$ cat src/rtl/opti_divider.sv
// Signed Q(FW) restoring divider q = a / b, one quotient bit per cycle, fixed latency of ITERS+2 edges to out_valid.
// Accepts only when idle; the result is held in DONE until out_ready, so backpressure stalls the whole unit.
module opti_divider #(
    parameter int DW = 24,
    parameter int FW = 22
) (
    input  logic          clk,
    input  logic          rst_n,
    input  logic [DW-1:0] a,
    input  logic [DW-1:0] b,
    input  logic          in_valid,
    output logic          in_ready,
    output logic [DW-1:0] q,
    output logic          div_zero,
    output logic          sat,
    output logic          out_valid,
    input  logic          out_ready
);
    localparam int ITERS = FW + 1;
    localparam int CW    = $clog2(ITERS);
    localparam logic [DW-1:0]    Q_MAX   = (DW'(1) << FW) - DW'(1);
    localparam logic [DW-1:0]    Q_MIN   = ~Q_MAX;
    localparam logic [ITERS-1:0] MAG_ONE = ITERS'(1) << FW;

    typedef enum logic [2:0] {S_IDLE, S_PREP, S_ITER, S_FIN, S_DONE} state_t;

    state_t           r_state;
    logic [DW-1:0]    r_a;
    logic [DW-1:0]    r_b;
    logic [DW-1:0]    r_rem;
    logic [ITERS-1:0] r_quo;
    logic [CW-1:0]    r_cnt;
    logic             r_neg;
    logic             r_ovf;
    logic             r_zero;
    logic             r_azero;
    logic [DW-1:0]    r_q;
    logic             r_div_zero;
    logic             r_sat;
    logic             r_out_valid;
    logic             r_in_ready;

    logic [DW-1:0]    w_abs_a;
    logic [DW-1:0]    w_abs_b;
    logic [DW:0]      w_rem2;
    logic             w_ge;
    logic [DW-1:0]    w_diff;
    logic [ITERS-1:0] w_mag;

    // |-2^(DW-1)| wraps to 2^(DW-1), which is the correct unsigned magnitude.
    assign w_abs_a = r_a[DW-1] ? (~r_a + DW'(1)) : r_a;
    assign w_abs_b = r_b[DW-1] ? (~r_b + DW'(1)) : r_b;

    // Remainder stays below |b| whenever the result is used, so the DW-bit difference is exact there.
    assign w_rem2 = {r_rem, 1'b0};
    assign w_ge   = (w_rem2 >= {1'b0, w_abs_b});
    assign w_diff = w_rem2[DW-1:0] - w_abs_b;

    // (Q + 1) >> 1 without the extra carry bit: round half away from zero on the magnitude.
    assign w_mag = {1'b0, r_quo[ITERS-1:1]} + ITERS'(r_quo[0]);

    always_ff @(posedge clk or negedge rst_n) begin
        if (!rst_n) begin
            r_state     <= S_IDLE;
            r_a         <= '0;
            r_b         <= '0;
            r_rem       <= '0;
            r_quo       <= '0;
            r_cnt       <= '0;
            r_neg       <= 1'b0;
            r_ovf       <= 1'b0;
            r_zero      <= 1'b0;
            r_azero     <= 1'b0;
            r_q         <= '0;
            r_div_zero  <= 1'b0;
            r_sat       <= 1'b0;
            r_out_valid <= 1'b0;
            r_in_ready  <= 1'b1;
        end else begin
            case (r_state)
                S_IDLE: begin
                    if (in_valid) begin
                        r_a        <= a;
                        r_b        <= b;
                        r_in_ready <= 1'b0;
                        r_state    <= S_PREP;
                    end
                end
                S_PREP: begin
                    r_rem   <= w_abs_a;
                    r_quo   <= '0;
                    r_cnt   <= '0;
                    r_neg   <= r_a[DW-1] ^ r_b[DW-1];
                    r_ovf   <= (w_abs_a > w_abs_b) ||
                               ((w_abs_a == w_abs_b) && !(r_a[DW-1] ^ r_b[DW-1]));
                    r_zero  <= (r_b == '0);
                    r_azero <= (r_a == '0);
                    r_state <= S_ITER;
                end
                S_ITER: begin
                    r_rem <= w_ge ? w_diff : w_rem2[DW-1:0];
                    r_quo <= {r_quo[ITERS-2:0], w_ge};
                    r_cnt <= r_cnt + CW'(1);
                    if (r_cnt == CW'(ITERS - 1)) begin
                        r_state <= S_FIN;
                    end
                end
                S_FIN: begin
                    r_div_zero <= r_zero;
                    if (r_zero && r_azero) begin
                        r_q   <= '0;
                        r_sat <= 1'b0;
                    end else if (r_zero) begin
                        r_q   <= r_a[DW-1] ? Q_MIN : Q_MAX;
                        r_sat <= 1'b1;
                    end else if (r_azero) begin
                        r_q   <= '0;
                        r_sat <= 1'b0;
                    end else if (r_ovf) begin
                        r_q   <= r_neg ? Q_MIN : Q_MAX;
                        r_sat <= 1'b1;
                    end else if (w_mag == MAG_ONE) begin
                        // -1.0 is representable, +1.0 is not.
                        r_q   <= r_neg ? Q_MIN : Q_MAX;
                        r_sat <= !r_neg;
                    end else begin
                        r_q   <= r_neg ? (~DW'(w_mag) + DW'(1)) : DW'(w_mag);
                        r_sat <= 1'b0;
                    end
                    r_out_valid <= 1'b1;
                    r_state     <= S_DONE;
                end
                S_DONE: begin
                    if (out_ready) begin
                        r_out_valid <= 1'b0;
                        r_in_ready  <= 1'b1;
                        r_state     <= S_IDLE;
                    end
                end
                default: begin
                    r_state <= S_IDLE;
                end
            endcase
        end
    end

    assign in_ready  = r_in_ready;
    assign q         = r_q;
    assign div_zero  = r_div_zero;
    assign sat       = r_sat;
    assign out_valid = r_out_valid;

endmodule
$ cat config.mk
export PLATFORM = sky130hd
export DESIGN_NAME = opti_divider
export DESIGN_NICKNAME = d
export VERILOG_FILES = /design/src/rtl/opti_divider.sv
export SDC_FILE = /design/constraint.sdc
export NUM_CORES = 1
export LEC_CHECK = 0
export CORE_MARGIN = 4
export CORE_UTILIZATION = 50
export DETAILED_ROUTE_END_ITERATION = 10
export PLACE_DENSITY = 0.71
export SYNTH_ARGS = -nofsm -noshare
export SYNTH_HDL_FRONTEND = slang
export SYNTH_SLANG_ARGS = --single-unit
$ cat constraint.sdc
create_clock -name clk -period 5.3 [get_ports clk]
set_clock_uncertainty 0.2 [all_clocks]
set_input_delay 1.06 -clock clk [delete_from_list [all_inputs] [get_ports clk]]
set_output_delay 1.06 -clock clk [all_outputs]
set_load 0.01 [all_outputs]
# Word level (Yosys, flattened, before mapping)
# Cells that the tools add are included.
[totals]
regBits = 135
inputBits = 52
output_inout_bits = 28
elab_cells = 80
[classes]
add_sub_neg = 6
magnitude_cmp = 2
n_eq_ne = 10
muxes = 28
n_bitwise = 4
reduce_logical = 15
[op_table]
columns = ["cell", "count"]
rows = [
  ["24-bit 2-to-1 mux", 11],
  ["24-bit by 1-bit adder with 24-bit output (second input constant)", 3],
  ["24-bit zero test", 2],
  ["24-bit inverter", 2],
  ["24-bit one-hot mux with 2 select lines", 1],
  ["23-bit one-hot mux with 2 select lines", 1],
  ["25-bit by 24-bit >= comparator with 1-bit output", 1],
  ["24-bit == test", 1],
  ["24-bit > comparator", 1],
  ["23-bit inverter with 24-bit output", 1],
  ["24-bit subtractor", 1],
  ["22-bit by 1-bit adder with 23-bit output", 1],
  ["23-bit == test (second input constant)", 1],
  ["3-bit one-hot mux with 5 select lines", 1],
  ["5-bit one-hot mux with 2 select lines", 1],
  ["3-bit 2-to-1 mux", 3],
  ["1-bit 2-to-1 mux", 8],
  ["3-bit by 2-bit == test with 1-bit output (second input constant)", 2],
  ["2-bit != test (second input constant)", 3],
  ["3-bit AND reduction", 2],
  ["2-bit nonzero test", 3],
  ["5-bit by 1-bit adder with 5-bit output (second input constant)", 1],
  ["5-bit == test (second input constant)", 1],
  ["1-bit one-hot mux with 2 select lines", 2],
  ["other kinds (8)", 11],
]

# Logic depth before layout (Yosys ltp)
# Gate-level depths: netlist of the first run.
[logic_depth]
depth_word = 9
ltp_mapped = 18
mapped_depth_nobuf = 18

# Worst setup path before layout of the first run
# Ideal clock, no wire load.
[synth_timing]
path_type = "reg-to-reg"
start = "register r_b[5]"
end = "register r_rem[1]"
setup_ps = 79
arrival_ps = 3927
required_time_ps = 5021
slack_ps = 1093
path_stages_with_launch = 18
path_buffers = 3
period_less_slack_ps = 4207
path_cell_list = "dfrtp_1 -> clkbuf_1 -> nor4_2 -> nand3_1 -> o21ai_0 -> xor2_1 -> ha_1 -> and3_1 -> clkbuf_1 -> and4b_1 -> nor4_1 -> o211ai_2 -> a21oi_2 -> o2111ai_4 -> nand2_2 -> buf_6 -> mux2_4 -> mux2i_1"
[synth_via]
elab_chain_cells = 6
[synth_rtl]
columns = ["item", "line_no", "rtl"]
rows = [
  ["start, declared", "29", "logic [DW-1:0] r_b;"],
  ["start signal, assigned", "66", "r_b <= '0;"],
  ["start signal, assigned", "84", "r_b <= b;"],
  ["24-bit inverter", "52", "assign w_abs_b = r_b[DW-1] ? (~r_b + DW'(1)) : r_b;"],
  ["24-bit by 1-bit adder with 24-bit output", "52", ""],
  ["24-bit 2-to-1 mux *", "52", ""],
  ["25-bit by 24-bit >= comparator with 1-bit output *", "56", "assign w_ge = (w_rem2 >= {1'b0, w_abs_b});"],
  ["24-bit 2-to-1 mux *", "101", "r_rem <= w_ge ? w_diff : w_rem2[DW-1:0];"],
  ["24-bit one-hot mux with 2 select lines *", "80", "case (r_state)"],
  ["end signal, assigned", "90", "r_rem <= w_abs_a;"],
  ["end signal, assigned", "101", ""],
  ["end, declared", "30", "logic [DW-1:0] r_rem;"],
]
# Every way passes the cells marked *; elsewhere a longest branch is shown, timed or not.
# A chain may end at the register's enable or synchronous reset.

# Final worst setup path of the first run
[layout_timing]
start = "register r_b[5]"
end = "register r_rem[20]"
[layout_via]
elab_chain_cells = 6
word_cells_on_any_way = 7
cone_classes = "2 x add/sub; 1 x order compare; 3 x mux; 1 x bitwise"
[layout_rtl]
columns = ["item", "line_no"]
rows = [
  ["24-bit inverter", "52"],
  ["24-bit by 1-bit adder with 24-bit output", "52"],
  ["24-bit 2-to-1 mux *", "52"],
  ["24-bit subtractor or 25-bit by 24-bit >= comparator with 1-bit output (tied branches)", "57, 56"],
  ["24-bit 2-to-1 mux *", "101"],
  ["24-bit one-hot mux with 2 select lines *", "80"],
]
# Marked as above.

==> results of run 1 <==
-- how the worst max path moves through the flow --
stage / startpoint / to
final: r_b[5]$_DFFE_PN0P_ / r_rem[20]$_DFFE_PN0N_
after global routing: r_b[5]$_DFFE_PN0P_ / r_rem[13]$_DFFE_PN0N_
after CTS: r_b[5]$_DFFE_PN0P_ / r_rem[20]$_DFFE_PN0N_
after detailed placement: r_b[5]$_DFFE_PN0P_ / r_rem[20]$_DFFE_PN0N_
after global placement: r_b[5]$_DFFE_PN0P_ / r_rem[13]$_DFFE_PN0N_
after floorplan: r_b[5]$_DFFE_PN0P_ / r_rem[1]$_DFFE_PN0N_
-- kinds of logic after synthesis --
group	synth area share (%)
AOI/OAI and AO/OA	17.3
xor gates and xnor gates	10.8
adders and majority gates	7.22
buffers and inverters	3.01
DFF	35.2
muxes	7.95
and+or+nand+nor	18.6
-- state kept, by name, summed over array words and instances (netlist names) --
signal / count
div_zero: 1
in_ready: 1
out_valid: 1
q: 24
r_a: 24
r_azero: 1
r_b: 24
r_cnt: 5
r_neg: 1
r_ovf: 1
r_quo: 23
r_rem: 24
r_state: 3
r_zero: 1
sat: 1
-- per-layer routing --
metal  up-vias  global-route usage, %  part of all wire [%]
li1       3899                      -                     -
met1      3883                   29.1                    46
met2       175                   36.7                    49
met3        25                   3.32                   3.8
met4         0                   6.02                   1.6
met5         -                      0                     0
-- critical path, cell delays in order (launching register included) --
cell and delay, ns:
dfrtp_1 0.50, nor4_2 0.43, nand3_1 0.34, o21ai_0 0.29, xor2_1 0.23, ha_1 0.31, and3_1 0.26, and4b_1 0.20
nor4_1 0.41, o211ai_2 0.20, a21oi_2 0.23, o2111ai_4 0.20, nand2_2 0.31, buf_4 0.27, mux2i_1 0.22, o21ai_1 0.09
-- area by class of cell --
| type | instances | share of cell area [%] |
|---|---|---|
| Clock inverter | 15 | 1.69 |
| Multi-Input combinational cell | 839 | 53.0 |
| Sequential cell | 135 | 30.1 |
| Timing Repair Buffer | 92 | 7.93 |
| Inverter | 17 | 0.569 |
| Clock buffer | 17 | 3.79 |
| Tap cell | 260 | 2.90 |
-- layout by cell type (no fill, tap or decap), types with 10 or more instances in the layout --
cell type / instances
nand2b_1: 17
nand3_1: 26
o31ai_1: 11
dfrtp_1: 134
xor2_1: 62
o21ai_0: 58
nor2_1: 77
mux2i_1: 23
nand4_1: 16
buf_4: 13
and3_1: 10
mux2_2: 46
a21oi_1: 38
a22o_1: 22
clkbuf_16: 17
o21ai_1: 29
nand2_1: 111
nor3_1: 20
clkdlybuf4s50_1: 78
xnor2_1: 46
ha_1: 49
nor2b_1: 12
inv_1: 17
or3_1: 17
-- per-stage QoR --
| stage | instances | hold slack [ns] | cell area, um^2 | utilization, % | setup slack [ns] |
|---|---|---|---|---|---|
| 6_report | 1375 | 0.266 | 11200 | 59.6 | 0.469 |
| 5_1_grt | 1375 | 0.293 | 11200 | 59.6 | 0.155 |
| 4_1_cts | 1375 | 0.270 | 11200 | 59.6 | 0.509 |
| 3_5_place_dp | 1343 | 0.255 | 10600 | 56.3 | 0.547 |
| 3_3_place_gp | 1343 | 0.249 | 10600 | 56.3 | 0.706 |
| 2_1_floorplan | 1046 | 0.250 | 9610 | - | 1.09 |
==> flow_metrics.tcl, run 1 <==
set metrics [dict create \
    cp_max_fo 11 \
    start_kind "register" \
    drv_slew 0 \
    relSlewSlack_pct 30.4 \
    synth_seq_cells 135 \
    syn_inst 1046 \
    place_hpwl_um 17300 \
    cts_sinks 135 \
    fillers 1628 \
    worst_ep_required_time_ns 5.40 \
    first_global_vias 7709 \
    maxCapViolations 0 \
    drt_iter0_drc 478 \
    fp.dieW_um 147 \
    worstReg2RegStart "r_b[5]$_DFFE_PN0P_" \
    yosysMostFrequentCell "dfrtp_1" \
    setup_tns_ns 0 \
    yosysSeqAreaShare_pct 35.2 \
    multiInputGateArea_mm2 0.00595 \
    synth_edf_count 0 \
    grt_setup_unrepaired "false" \
    gr-usage-all-layers_pct 21.7 \
    synth.distinct_cells 82 \
    die_h_um 147 \
    hold_violations 0 \
    area_growth_pct 16.8 \
    r2r-end "r_rem[20]$_DFFE_PN0N_" \
    dieArea_mm2 0.0215 \
    post_cts_resized 0 \
    reg2reg_depth 15 \
    hold_buffers 0 \
    vias 7982 \
    min_path_type "register to register" \
    period_needed_ns 4.83 \
    grt_max_degree 73 \
    status "finished, final reports clean" \
    antenna_found_initial 0 \
    ant_nets 0 \
    nets 1204 \
    core_mm2 0.0188 \
    fin_crit_sh_pct 91.2 \
    arrival_ns 4.93 \
    path_class "register to register" \
    cts_tree "built" \
    grt_pass1_wl_um 38500 \
    synthArstFlopShare_pct 100 \
    drc_errors 0 \
    synth_ff_type "dfrtp_1" \
    worstHoldStart "q[6]$_DFFE_PN0P_" \
    pin_count 80 \
    cts_buffers 17 \
    clock.fmax_mhz 207 \
    htreeDepth 4 \
    grt.overflow.total 0 \
    r2r_setup_slack_ns 0.47 \
    vias_per_cell 5.81 \
    min_to "q[6]$_DFFE_PN0P_" \
    initial_core_util_pct 51.0 \
    syn_nets 1148 \
    syn_avg_cell_area_um2 9.18 \
    yosysWarnings 0 \
    path_clk_slew_ns 0.07 \
    n_antenna_cell 0 \
    worstMarginPinSlew_ns 1.04 \
    gp_congestion 0.923 \
    drive_gt1_share_pct 11.0 \
    report.final.setup_viol 0 \
    post_cts_buffers 0 \
    synth_commonest_cells "134 x dfrtp_1, 111 x nand2_1, 78 x nor2_1, 62 x xor2_1, 58 x o21ai_0" \
    hold_depth 2 \
    port_buffers 79 \
    cts_buffer_depth 2 \
    wl_per_cell_um 16.7 \
    worstSetupEndpointType "register" \
    synth.top_cells.by_area "dfrtp_1 35%, ha_1 6.4%, xor2_1 5.7%" \
    synth_top_area_share_pct 34.9 \
    drt-pass1-iter-count 5 \
    seq_area_mm2 0.00338 \
    synth.cell_area_mm2 0.00961 \
    synth_area_leader_cell "dfrtp_1" \
    rows 50 \
    drt-total-wl_um 23000 \
    clk_latency_ns 0.43 \
    root_buffer "clkbuf_16" \
]
Power of run 1 is not shown: default switching activity piles up to over one toggle a cycle in this logic, so the estimate is an artifact.
==> run 2, diff against run 1 <==
Settings changed: ABC_CLOCK_PERIOD_IN_PS from default to 5200, CTS_CLUSTER_DIAMETER from default to 60.
Clock period 5.3 ns to 5.2 ns, I/O delays scaled along.
==> flow_metrics.tcl, run 2 (synthesis gave the netlist of run 1 again) <==
set metrics [dict create \
    drt-pass1-iter-count 5 \
    report.final.setup_viol 0 \
    maxCapViolations 0 \
    min_path_type "register to register" \
    wl_per_cell_um 16.5 \
    worst_ep_required_time_ns 5.35 \
    path_class "register to register" \
    period_needed_ns 4.69 \
    hold_ws_ns 0.270 \
    n_antenna_cell 0 \
    cts_tree "built" \
    port_buffers 79 \
    rows 50 \
    cts_sinks 135 \
    gr-usage-all-layers_pct 21.3 \
    first_global_vias 7624 \
    most-common-layout-cells "134 x dfrtp_1, 111 x nand2_1, 78 x clkdlybuf4s50_1" \
    worstSetupEndpointType "register" \
    hold_violations 0 \
    cts_buffer_depth 2 \
    grt_max_degree 81 \
    wl_met1_um 10500 \
    cts_buffers 17 \
    drv_slew 0 \
    ant_nets 0 \
    vias_per_cell 5.76 \
    grt.overflow.total 0 \
    top_layer_used "met4" \
    vias 7921 \
    arrival_ns 4.84 \
    clock.fmax_mhz 213 \
    path_clk_slew_ns 0.06 \
    drc_errors 0 \
    start_kind "register" \
    met2_length_um 10800 \
    root_buffer "clkbuf_16" \
    core_mm2 0.0188 \
    status "finished, final reports clean" \
    dieArea_mm2 0.0215 \
    grt_pass1_wl_um 37800 \
    fp.dieW_um 147 \
    setup_tns_ns 0 \
    clk_latency_ns 0.43 \
    die_h_um 147 \
    cp_max_fo 21 \
    place_hpwl_um 16800 \
    drive_gt1_share_pct 10.9 \
    worstMarginPinSlew_ns 1.10 \
    initial_core_util_pct 51.0 \
    nets 1204 \
    post_cts_buffers 0 \
    drt_iter0_drc 488 \
    antenna_found_initial 0 \
    htreeDepth 4 \
    post_cts_resized 0 \
    gp_congestion 0.914 \
    drt-total-wl_um 22600 \
    pin_count 80 \
    relSlewSlack_pct 26.4 \
    hold_buffers 0 \
    grt_setup_unrepaired "false" \
    dr_wl_met3_um 832 \
    fin_crit_sh_pct 90.2 \
    final_common_cell "dfrtp_1" \
    area_growth_pct 16.9 \
]
## run 2: changes by cell type in the layout (fill, tap and decap cells not counted), sizes merged
| cell | change |
|---|---|
| inv | -3 |
| clkbuf | +1 |
| clkinv | -1 |
| bufinv | +1 |
| clkinvlp | +2 |
## run 2: worst paths after layout
path	startpoint	cells after the start	end	slack (ns)
min reg2reg	q[6]$_DFFE_PN0P_	2	q[6]$_DFFE_PN0P_	0.27
min in group asynchronous	rst_n	1	out_valid$_DFFE_PN0P_	0.45
max reg2reg	r_b[5]$_DFFE_PN0P_	15	r_rem[1]$_DFFE_PN0N_	0.51
max in group asynchronous	rst_n	2	div_zero$_DFFE_PN0P_	3.43
min	q[6]$_DFFE_PN0P_	2	q[6]$_DFFE_PN0P_	0.27
max	r_b[5]$_DFFE_PN0P_	15	r_rem[1]$_DFFE_PN0N_	0.51
## run 2: cell type report
cell class	instances	area, um^2
Multi-Input combinational cell	839	5950
Tap cell	260	325
Clock buffer	18	429
Clock inverter	14	198
Sequential cell	135	3380
Timing Repair Buffer	92	890
Inverter	17	63.8
Fill cell	1665	7600
## run 2: stage by stage
step	cell area (um^2)	setup slack (ns)	util, %	cells
finish	11200	0.509	59.6	1375
global route	11200	0.0824	59.6	1375
detailed placement	10600	0.531	56.3	1343
floorplan	9610	0.993	-	1046
CTS	11200	0.510	59.6	1375
global placement	10600	0.642	56.3	1343
## run 2: critical path: stages (launching register included)
cell       delay (ns)
dfrtp_1          0.49
nor4_2           0.41
nand3_1          0.33
o21ai_0          0.28
xor2_1           0.23
ha_1             0.31
and3_1           0.26
and4b_1          0.20
nor4_1           0.38
o211ai_2         0.18
a21oi_2          0.22
o2111ai_4        0.20
nand2_2          0.12
buf_4            0.34
mux2_4           0.33
mux2i_1          0.11
## run 2: per-layer routing
metal	vias to the layer above	track usage, %
met5	-	0
met4	0	7.34
met3	34	3.32
met2	159	35.5
met1	3840	28.3
li1	3888	-
Power of run 2 is left out for the same reason.
